===== src/rtl/load_align_unit_pkg.sv =====
// Shared definitions for the load path: load-type encodings, FSM states and
// the alignment rule used when a request is accepted.
package load_align_unit_pkg;

  typedef enum logic [2:0] {
    LT_LW  = 3'b000,
    LT_LH  = 3'b001,
    LT_LHU = 3'b010,
    LT_LB  = 3'b011,
    LT_LBU = 3'b100
  } load_type_e;

  typedef enum logic [1:0] {
    ST_IDLE = 2'd0,
    ST_REQ  = 2'd1,
    ST_WAIT = 2'd2,
    ST_DONE = 2'd3
  } state_e;

  // True when the address cannot be served by this load type, or the type
  // itself is not a legal encoding.
  function automatic logic is_misaligned(input logic [1:0] addr_lo,
                                         input logic [2:0] load_type);
    logic bad;
    case (load_type)
      LT_LW:         bad = (addr_lo != 2'b00);
      LT_LH, LT_LHU: bad = addr_lo[0];
      LT_LB, LT_LBU: bad = 1'b0;
      default:       bad = 1'b1;
    endcase
    return bad;
  endfunction

endpackage


===== src/rtl/load_align_unit_if.sv =====
// Request/response and data-memory read signals of the load unit.
interface load_align_unit_if;
  logic        Start;
  logic [31:0] Addr;
  logic [2:0]  LoadType;
  logic        Busy;
  logic        MemRdReq;
  logic [31:0] MemAddr;
  logic [31:0] MemRdData;
  logic        MemRdValid;
  logic [31:0] LoadData;
  logic        LoadValid;
  logic        MisalignErr;
  logic        TimeoutErr;

  // The load unit itself.
  modport slave (
    input  Start, Addr, LoadType, MemRdData, MemRdValid,
    output Busy, MemRdReq, MemAddr, LoadData, LoadValid, MisalignErr, TimeoutErr
  );

  // The pipeline / memory side driving the load unit.
  modport master (
    output Start, Addr, LoadType, MemRdData, MemRdValid,
    input  Busy, MemRdReq, MemAddr, LoadData, LoadValid, MisalignErr, TimeoutErr
  );
endinterface


===== src/rtl/load_align_unit_lane_extract.sv =====
// Combinational lane select and extension of a little-endian memory word.
// Also used by the forwarding path, so it holds no state.
module load_lane_extract
  import load_align_unit_pkg::*;
(
  input  logic [31:0] word,
  input  logic [1:0]  addr_lo,
  input  logic [2:0]  load_type,
  output logic [31:0] result
);

  logic [7:0]  byte_lane;
  logic [15:0] half_lane;

  // Pick the addressed byte/halfword, then extend according to the type.
  always_comb begin
    byte_lane = 8'h00;
    half_lane = 16'h0000;
    result    = 32'h0;
    case (addr_lo)
      2'd0:    byte_lane = word[7:0];
      2'd1:    byte_lane = word[15:8];
      2'd2:    byte_lane = word[23:16];
      default: byte_lane = word[31:24];
    endcase
    half_lane = addr_lo[1] ? word[31:16] : word[15:0];
    case (load_type)
      LT_LW:   result = word;
      LT_LH:   result = {{16{half_lane[15]}}, half_lane};
      LT_LHU:  result = {16'h0000, half_lane};
      LT_LB:   result = {{24{byte_lane[7]}}, byte_lane};
      LT_LBU:  result = {24'h000000, byte_lane};
      default: result = 32'h0;
    endcase
  end

endmodule


===== src/rtl/load_align_unit.sv =====
// MEM-stage load controller: one outstanding word-aligned read, lane extract
// with extension, misalignment and timeout reporting.
//
// state | meaning
// IDLE  | ready; Start registers the request and its alignment check
// REQ   | read strobe to memory (suppressed for a bad request), counter cleared
// WAIT  | waiting for MemRdValid, timeout counter running
// DONE  | LoadValid pulse with error flags
//
// A bad request still passes through REQ (without strobing memory) so that
// its error response lands one cycle after the request cycle, as callers
// expect; it never enters WAIT.
module load_align_unit
  import load_align_unit_pkg::*;
#(
  parameter int TIMEOUT_CYCLES = 16,
  parameter int CNT_W          = 5
) (
  input logic               Clk,
  input logic               Reset_n,
  load_align_unit_if.slave  bus
);

  localparam logic [CNT_W-1:0] CNT_LAST = CNT_W'(TIMEOUT_CYCLES - 1);

  state_e            state_q, state_d;
  logic [1:0]        addr_lo_q;
  logic [2:0]        type_q;
  logic              mis_q;
  logic              to_q;
  logic [CNT_W-1:0]  cnt_q;
  logic [31:0]       mem_addr_q;
  logic [31:0]       load_data_q;
  logic [31:0]       extracted;

  load_lane_extract u_extract (
    .word      (bus.MemRdData),
    .addr_lo   (addr_lo_q),
    .load_type (type_q),
    .result    (extracted)
  );

  // State register.
  always_ff @(posedge Clk) begin
    if (!Reset_n) state_q <= ST_IDLE;
    else          state_q <= state_d;
  end

  // Next-state decode.
  always_comb begin
    state_d = state_q;
    case (state_q)
      ST_IDLE: if (bus.Start) state_d = ST_REQ;
      ST_REQ:  state_d = mis_q ? ST_DONE : ST_WAIT;
      ST_WAIT: if (bus.MemRdValid || (cnt_q == CNT_LAST)) state_d = ST_DONE;
      ST_DONE: state_d = ST_IDLE;
      default: state_d = ST_IDLE;
    endcase
  end

  // Outputs decoded from state; flags are only visible alongside LoadValid.
  always_comb begin
    bus.Busy        = (state_q != ST_IDLE);
    bus.MemRdReq    = (state_q == ST_REQ) && !mis_q;
    bus.LoadValid   = (state_q == ST_DONE);
    bus.MisalignErr = (state_q == ST_DONE) && mis_q;
    bus.TimeoutErr  = (state_q == ST_DONE) && to_q;
    bus.MemAddr     = mem_addr_q;
    bus.LoadData    = load_data_q;
  end

  // Request capture, timeout counter and result register.
  always_ff @(posedge Clk) begin
    if (!Reset_n) begin
      addr_lo_q   <= 2'b00;
      type_q      <= 3'b000;
      mis_q       <= 1'b0;
      to_q        <= 1'b0;
      cnt_q       <= '0;
      mem_addr_q  <= 32'h0;
      load_data_q <= 32'h0;
    end else begin
      case (state_q)
        ST_IDLE: begin
          mis_q <= 1'b0;
          to_q  <= 1'b0;
          if (bus.Start) begin
            addr_lo_q   <= bus.Addr[1:0];
            type_q      <= bus.LoadType;
            mem_addr_q  <= {bus.Addr[31:2], 2'b00};
            load_data_q <= 32'h0;
            mis_q       <= is_misaligned(bus.Addr[1:0], bus.LoadType);
          end
        end
        ST_REQ: cnt_q <= '0;
        ST_WAIT: begin
          if (bus.MemRdValid)       load_data_q <= extracted;
          else if (cnt_q == CNT_LAST) to_q      <= 1'b1;
          else                      cnt_q       <= cnt_q + CNT_W'(1);
        end
        default: ;
      endcase
    end
  end

endmodule


===== src/flat_wrapper.sv =====
// flat-port wrapper written by rule: the top's interface ports become plain ports
module load_align_unit_flat import load_align_unit_pkg::*;
#(
  parameter int TIMEOUT_CYCLES = 16,
  parameter int CNT_W          = 5
)
  (Clk, Reset_n, bus_Start, bus_Addr, bus_LoadType, bus_MemRdData, bus_MemRdValid, bus_Busy, bus_MemRdReq, bus_MemAddr, bus_LoadData, bus_LoadValid, bus_MisalignErr, bus_TimeoutErr);
  load_align_unit_if bus_i ();
  input logic Clk;
  input logic Reset_n;
  input wire logic [$bits(bus_i.Start)-1:0] bus_Start;
  input wire logic [$bits(bus_i.Addr)-1:0] bus_Addr;
  input wire logic [$bits(bus_i.LoadType)-1:0] bus_LoadType;
  input wire logic [$bits(bus_i.MemRdData)-1:0] bus_MemRdData;
  input wire logic [$bits(bus_i.MemRdValid)-1:0] bus_MemRdValid;
  output wire logic [$bits(bus_i.Busy)-1:0] bus_Busy;
  output wire logic [$bits(bus_i.MemRdReq)-1:0] bus_MemRdReq;
  output wire logic [$bits(bus_i.MemAddr)-1:0] bus_MemAddr;
  output wire logic [$bits(bus_i.LoadData)-1:0] bus_LoadData;
  output wire logic [$bits(bus_i.LoadValid)-1:0] bus_LoadValid;
  output wire logic [$bits(bus_i.MisalignErr)-1:0] bus_MisalignErr;
  output wire logic [$bits(bus_i.TimeoutErr)-1:0] bus_TimeoutErr;
  assign bus_i.Start = bus_Start;
  assign bus_i.Addr = bus_Addr;
  assign bus_i.LoadType = bus_LoadType;
  assign bus_i.MemRdData = bus_MemRdData;
  assign bus_i.MemRdValid = bus_MemRdValid;
  assign bus_Busy = bus_i.Busy;
  assign bus_MemRdReq = bus_i.MemRdReq;
  assign bus_MemAddr = bus_i.MemAddr;
  assign bus_LoadData = bus_i.LoadData;
  assign bus_LoadValid = bus_i.LoadValid;
  assign bus_MisalignErr = bus_i.MisalignErr;
  assign bus_TimeoutErr = bus_i.TimeoutErr;
  load_align_unit #(.TIMEOUT_CYCLES(TIMEOUT_CYCLES), .CNT_W(CNT_W)) u_core (.Clk(Clk), .Reset_n(Reset_n), .bus(bus_i));
endmodule

===== config.mk =====
export PLATFORM = sky130hd
export DESIGN_NAME = load_align_unit_flat
export DESIGN_NICKNAME = d
export VERILOG_FILES = /design/src/rtl/load_align_unit_pkg.sv /design/src/rtl/load_align_unit_if.sv /design/src/rtl/load_align_unit_lane_extract.sv /design/src/rtl/load_align_unit.sv /design/src/flat_wrapper.sv
export SDC_FILE = /design/constraint.sdc
export NUM_CORES = 1
export LEC_CHECK = 0
export BUFFER_PORTS_ARGS = -buffer_cell sky130_fd_sc_hd__buf_4
export CORE_ASPECT_RATIO = 0.8
export CORE_MARGIN = 10
export CORE_UTILIZATION = 25
export DETAILED_ROUTE_END_ITERATION = 8
export GPL_TIMING_DRIVEN = 0
export PLACE_DENSITY = 0.56
export SLEW_MARGIN = 20
export SYNTH_ARGS = -nofsm -noshare
export SYNTH_HDL_FRONTEND = slang
export SYNTH_SLANG_ARGS = --single-unit

===== constraint.sdc =====
create_clock -name Clk -period 2.7 [get_ports Clk]
set_clock_uncertainty 0.1 [all_clocks]
set_input_delay 0.135 -clock Clk [delete_from_list [all_inputs] [get_ports Clk]]
set_output_delay 0.135 -clock Clk [all_outputs]
set_load 0.02 [all_outputs]

==> summary.txt, run 1 <==
Placement
  – GPL Wtd Cong: 0.780
  – Dpl hpwl: 9730 um
  – IO Port Bufs: 137
  – DP Area: 4740 um2

Layout
  – Layout Nets: 646
  – Share of layout cells above drive strength 1: 30.5%
  – Final instance area: 5440 um2
  – Syn-to-layout area delta: 56.2%
  – Antenna cells: 0

Pwr
  – Power per cell area: 733 nW/um2
  – Max VDD drop: 0.351 mV
  – Leak pwr: 2.26 nW

Timing
  – Final count of hold timing violations: 0
  – Slew @ Worst Pin: 0.750 ns
  – Hold Slack: 0.0168 ns
  – Unrepaired setup endpoints after global routing: no
  – Final setup viols: 0
  – Post-layout min period: 2.21 ns
  – Fin crit share: 81.7%
  – Setup_tns: 0 ns
  – Max_slew headroom: 49.9%
  – FMAX: 453 MHz
  – Slew Viols, Final: 0

Yosys
  – Synthesis Warnings: 0
  – Top FF cell, synth: dfxtp_1
  – Seq cells post-synth: 76
  – Synth Area per Inst: 9.24 um2
  – Distinct cells, synth: 44
  – Top post-synthesis cells by area: dfxtp_1 (44%), nand2_1 (8.3%), a21oi_1 (6.9%)
  – Leading area contributor after synthesis: dfxtp_1
  – Mapped cell area: 3480 um2
  – Asr flop ratio synth: 0%
  – Gate Count Post-Synth: 377
  – Number of synthesized flops with an enable pin: 0
  – Commonest cells post-synth: nand2_1 (77), dfxtp_1 (76), a21oi_1 (48), o2bb2ai_1 (25), a22oi_1 (16)
  – Register area share after synthesis: 43.7%
  – Leading cell type by number of instances after synthesis: nand2_1
  – Share of the synthesized area in the top cell type: 43.7%

Worst setup path
  – Critical-path cell list: inv_1, ha_1, nor2b_1, nor3_1, buf_2, nand4_2, buf_2, o2bb2ai_1
  – Crit Path Max Fanout: 10
  – Buffers & Inverters on Critical Path: 3
  – Most frequent CP cell: buf_2
  – Setup crit end kind: register
  – Top delay family on crit path: buffers and inverters
  – CP max stage delay: 0.38 ns
  – Crit path kind: reg -> reg
  – CP max stage cell: dfxtp_1
  – Worst Path Required: 2.86 ns
  – Critical Path AT: 2.37 ns
  – CP startpoint kind: register
  – R2R setup slack: 0.49 ns

GRT
  – Vias in the first global route: 3630
  – Largest net degree at the start of global routing: 14
  – Antenna violations before repair: 0
  – Wire length of the first global-routing pass: 19900 um
  – GR Overflow Total: 0
  – Total GRT Usage: 12.8%

Clock tree
  – CTS tree: yes
  – Clk sinks: 76
  – Clock-pin transition on the worst setup and hold timing paths: 0.07 ns
  – Htree depth: 3
  – Clk buf depth: 2
  – Num CTS Buffers: 9
  – Postcts setup bufs: 0
  – CTS Root Cell: clkbuf_16
  – Worst-Skew Late Latency: 0.34 ns

Routing
  – DR iter-0 viols: 264
  – DRT antenna net count: 0
  – Drt pass-1 iters: 5
  – Routed WL per cell: 17.1 um
  – DRC: 0
  – Post-DR vias/cell: 4.83
  – Final Routed Wirelength: 12900 um
  – Via count: 3642

Run status
  – Status: completed

Flow run
  – Max Cap Viol: 0

Die
  – Core Region: 13600 um2
  – Die W: 152 um
  – Die Footprint: 19100 um2
  – I/O pin cnt: 140
  – Row cnt: 38
  – Die H: 126 um
  – Initial Util: 25.6%

Min path
  – Hold Path Class: in -> reg
what timing repair did:
item / CTS / global route
endpoints found under the hold margin: 49 / 0
endpoints found under the setup margin: 0 / 0
hold buffers: 43 / 0
gates resized for setup: 0 / 0
path summary, 6_finish.rpt:
| kind | depth (start not counted) | to | from |
|---|---|---|---|
| max reg2reg | 8 | u_core.bus.LoadData[17]$_SDFFE_PN0P_ | u_core.state_q[0]$_SDFFE_PN0P_ |
| max | 8 | u_core.bus.LoadData[17]$_SDFFE_PN0P_ | u_core.state_q[0]$_SDFFE_PN0P_ |
| min reg2reg | 2 | u_core.bus.MemAddr[16]$_SDFFE_PN0P_ | u_core.bus.MemAddr[16]$_SDFFE_PN0P_ |
| min | 3 | u_core.bus.LoadData[6]$_SDFFE_PN0P_ | bus_MemRdData[22] |
power breakdown:
group | switching (mW) | total [mW] | internal, mW
clock network | 0.495 | 1.12 | 0.626
registers | 0.0886 | 1.35 | 1.26
logic | 0.895 | 1.52 | 0.624
total | 1.48 | 3.99 | 2.51
logic make-up (layout without fill, tap and decap cells):
| family | count (synthesis) | in the layout | share of synthesized area, % |
|---|---|---|---|
| multiplexers | 16 | 16 | 8.58 |
| XOR/XNOR | 3 | 3 | 0.754 |
| AND/OR/NAND/NOR | 119 | 119 | 16.7 |
| other | 1 | 2 | 0.108 |
| AO/OA/AOI/OAI | 117 | 117 | 22.5 |
| flip-flops | 76 | 76 | 43.7 |
| buffers and inverters | 38 | 234 | 5.21 |
| adder cells (fa/ha/maj) | 7 | 7 | 2.48 |
worst register-to-register path: cells and delay by family (launching register included):
kind / cells / cell delay [ns]
buffers and inverters: 3 / 0.66
AOI/OAI and AO/OA: 1 / 0.15
and+or+nand+nor: 3 / 0.54
DFF: 1 / 0.38
adders and majority gates: 1 / 0.29
state kept, by name, summed over array words and instances (netlist names):
signal and flops:
u_core.cnt_q 5, u_core.mis_q 1, u_core.addr_lo_q 2, u_core.bus.MemAddr 30, u_core.bus.LoadData 32, u_core.state_q 2, u_core.to_q 1, u_core.type_q 3
through the flow:
stage          std cells  setup WS [ns]  power, mW  util, %
6_report             754          0.495       3.99     40.0
5_1_grt              754          0.250       4.23     40.0
4_1_cts              754          0.489       4.02     40.0
3_5_place_dp         695          0.497       2.84     34.9
3_3_place_gp         695          0.502       2.81     34.9
2_1_floorplan        378          0.811       2.29        -
placed cells by master (no fill, tap or decap), drive strengths merged, types with 3 or more instances in the layout:
master | Yosys | final
mux4 | 9 | 9
nor2b | 7 | 7
nand2 | 77 | 77
buf | 17 | 154
o22ai | 7 | 7
nor2 | 9 | 9
a22oi | 16 | 16
o21ai | 7 | 7
ha | 6 | 6
dlygate4sd3 | 0 | 43
inv | 6 | 7
and2 | 3 | 3
o2bb2ai | 25 | 25
clkbuf | 15 | 26
dfxtp | 76 | 76
a21oi | 48 | 48
nor3 | 3 | 3
nor4bb | 7 | 7
a222oi | 8 | 8
mux2i | 7 | 7
routing by layer:
metal	track usage, %	wire length [um]	vias to the layer above
met5	0	0	-
met2	20.5	6000	123
met1	15.8	5880	1735
li1	-	-	1767
met4	4.86	245	0
met3	3.77	754	17
cell type report:
cell class                 count  area (um2)
multi-input combinational    264        1780
fill                        1372        8160
clock buffer                  11         233
tap                          180         225
sequential                    76        1520
inverter                       6        22.5
buffer                        32         159
timing repair buffer         180        1460
clock inverter                 5        37.5
No activity file was read; power rests on OpenSTA's default activity.
==> run 2, diff against run 1 <==
--- a/config.mk
+++ b/config.mk
@@ -11,7 +11,7 @@
 export CORE_UTILIZATION = 25
 export DETAILED_ROUTE_END_ITERATION = 8
 export GPL_TIMING_DRIVEN = 0
-export PLACE_DENSITY = 0.56
+export PLACE_DENSITY = 0.58
 export SLEW_MARGIN = 20
 export SYNTH_ARGS = -nofsm -noshare
 export SYNTH_HDL_FRONTEND = slang
==> constraint.sdc (replaced) <==
create_clock -name Clk -period 2 [get_ports Clk]
set_clock_uncertainty 0.1 [all_clocks]
set_input_delay 0.1 -clock Clk [delete_from_list [all_inputs] [get_ports Clk]]
set_output_delay 0.1 -clock Clk [all_outputs]
set_load 0.02 [all_outputs]
==> summary.txt, run 2 (synthesis gave the netlist of run 1 again) <==
Layout
  – Share of layout cells above drive strength 1: 34.1% (+3.6 points)
  – Syn-to-layout area delta: 66.9%
  – Number of flip-flops in the largest register: 32 (unchanged)
  – Most frequent cells in the layout: buf_4 (145), nand2_1 (77), dfxtp_1 (74), dlygate4sd3_1 (57), a21oi_1 (48)
  – Post-Layout Cell Count: 773 (+2.5%)
  – Final Util: 42.8% (+2.7 points)
  – Commonest non-fill, non-tap cell in the layout: buf_4
  – Layout Nets: 665 (+2.9%)
  – Antenna cells: 0 (unchanged)

GRT
  – GR Overflow Total: 0 (unchanged)
  – Vias in the first global route: 3707 (+2.1%)
  – Wire length of the first global-routing pass: 20000 um (+0.73%)
  – Total GRT Usage: 12.9% (+0.16 points)
  – Largest net degree at the start of global routing: 13 (-1)
  – Antenna violations before repair: 0 (unchanged)

Clock tree
  – Clk buf depth: 2 (unchanged)
  – CTS tree: yes
  – Worst-Skew Late Latency: 0.34 ns (about the same)
  – CTS Root Cell: clkbuf_16
  – Clk sinks: 76 (unchanged)
  – Htree depth: 3 (unchanged)
  – Clock-pin transition on the worst setup and hold timing paths: 0.07 ns (about the same)
  – Num CTS Buffers: 9 (unchanged)

Placement
  – DP Cell Count: 695 (unchanged)
  – IO Port Bufs: 137 (unchanged)
  – Dpl hpwl: 9750 um (+0.26%)
  – GPL Wtd Cong: 0.821 (+5.3%)

Die
  – Die W: 152 um (unchanged)
  – Die Footprint: 19100 um2 (unchanged)
  – Initial Util: 25.6% (unchanged)
  – Die H: 126 um (unchanged)
  – Core Region: 13600 um2 (unchanged)
  – I/O pin cnt: 140 (unchanged)
  – Row cnt: 38 (unchanged)

Pwr
  – Leak pwr: 2.45 nW (+8.2%)
  – Max VDD drop: 0.440 mV (+25%)
  – Power per cell area: 987 nW/um2 (+35%)
  – Pwr Total: 5.74 mW (+44%)

Worst setup path
  – Worst Path Required: 2.16 ns (-0.70 ns)
  – Critical Path AT: 2.21 ns (-0.16 ns)
  – Crit path kind: reg -> reg
  – Setup crit end kind: register
  – CP max stage delay: 0.36 ns (-0.02 ns)
  – CP startpoint kind: register
  – R2R setup slack: -0.05 ns (-0.55 ns)
  – CP max stage cell: dfxtp_2
  – Critical-path cell list: inv_2, ha_4, nor2b_1, nor3_2, buf_4, nand4_4, clkbuf_16, o2bb2ai_1
  – Crit Path Max Fanout: 7 (-3)

Routing
  – Final Routed Wirelength: 13800 um (+7.2%)
  – Post-DR vias/cell: 4.94 (+2.2%)
  – Via count: 3817 (+4.8%)
  – DR iter-0 viols: 322 (+22%)
  – DRT antenna net count: 0 (unchanged)
  – Routed WL per cell: 17.9 um (+4.5%)
  – Drt pass-1 iters: 6 (+1)
  – DRC: 0 (unchanged)

Timing
  – Post-layout min period: 2.05 ns (-0.154 ns)
  – Fin crit share: 103% (+21 points)
  – Final count of hold timing violations: 0 (unchanged)
  – Slew Viols, Final: 0 (unchanged)
  – PnR worst setup slack: -0.0508 ns (-0.546 ns)
  – FMAX: 488 MHz (+7.5%)
  – Final setup viols: 2 (+2)
  – Setup_tns: -0.0680 ns (-0.0680 ns)
  – Hold Slack: 0.0156 ns (-0.00117 ns)
  – Max_slew headroom: 53.6% (+3.7 points)
  – Slew @ Worst Pin: 0.691 ns (-0.0596 ns)

Run status
  – Failing checks: negative setup slack
  – Status: finished, violations left

Min path
  – Hold Path Class: in -> reg

Flow run
  – Max Cap Viol: 0 (unchanged)
==> run 2: critical path, delay by kind of cell, from the launching register on <==
family / cells / cell delay [ns]
fa+ha+maj: 1 / 0.17
compound gates: 1 / 0.19
flops: 1 / 0.36
simple gates: 3 / 0.61
buf+inv: 3 / 0.54
==> run 2: per-layer routing <==
metal  wire length [um]  global-route usage [%]  share of wire [%]  vias up
met5                  0                       0                  0        -
li1                   -                       -                  -     1812
met2               6630                    21.1                 48      180
met1               5950                    15.8                 43     1802
met4                204                    4.07                1.5        0
met3               1020                    4.21                7.4       23
==> run 2: cell type report <==
| cell class | count | area (um2) |
|---|---|---|
| tap | 180 | 225 |
| clock inverter | 3 | 20.0 |
| timing repair buffer | 200 | 1700 |
| clock buffer | 13 | 270 |
| fill | 1329 | 7780 |
| sequential | 76 | 1520 |
| inverter | 6 | 22.5 |
| multi-input combinational | 264 | 1850 |
| buffer | 31 | 204 |
==> run 2: final timing paths <==
path	start	to	cells past startpoint
hold / removal	bus_MemRdData[5]	u_core.bus.LoadData[5]$_SDFFE_PN0P_	3
hold reg to reg	u_core.bus.MemAddr[21]$_SDFFE_PN0P_	u_core.bus.MemAddr[21]$_SDFFE_PN0P_	2
setup / recovery	u_core.state_q[0]$_SDFFE_PN0P_	u_core.bus.LoadData[26]$_SDFFE_PN0P_	8
setup reg to reg	u_core.state_q[0]$_SDFFE_PN0P_	u_core.bus.LoadData[26]$_SDFFE_PN0P_	8
==> run 2: report_power, final <==
part / internal (mW) / switching, mW
logic: 1.01 / 1.30
clock network: 0.941 / 0.653
registers: 1.71 / 0.127
==> run 2: repair_timing <==
action,in CTS,in global routing
hold endpoints to repair,68,0
setup endpoints to repair,64,64
buffers inserted,1,2
hold buffers,57,0
gates resized for setup,12,31
cloned,0,3
pin swaps,0,2
==> run 2: metrics by stage <==
stage,setup WS [ns],area [um2]
final,-0.0508,5810
after CTS,-0.0415,5640
after detailed placement,-0.217,4740
after floorplan,0.111,3490
after global placement,-0.188,4740
after global routing,-0.135,5810
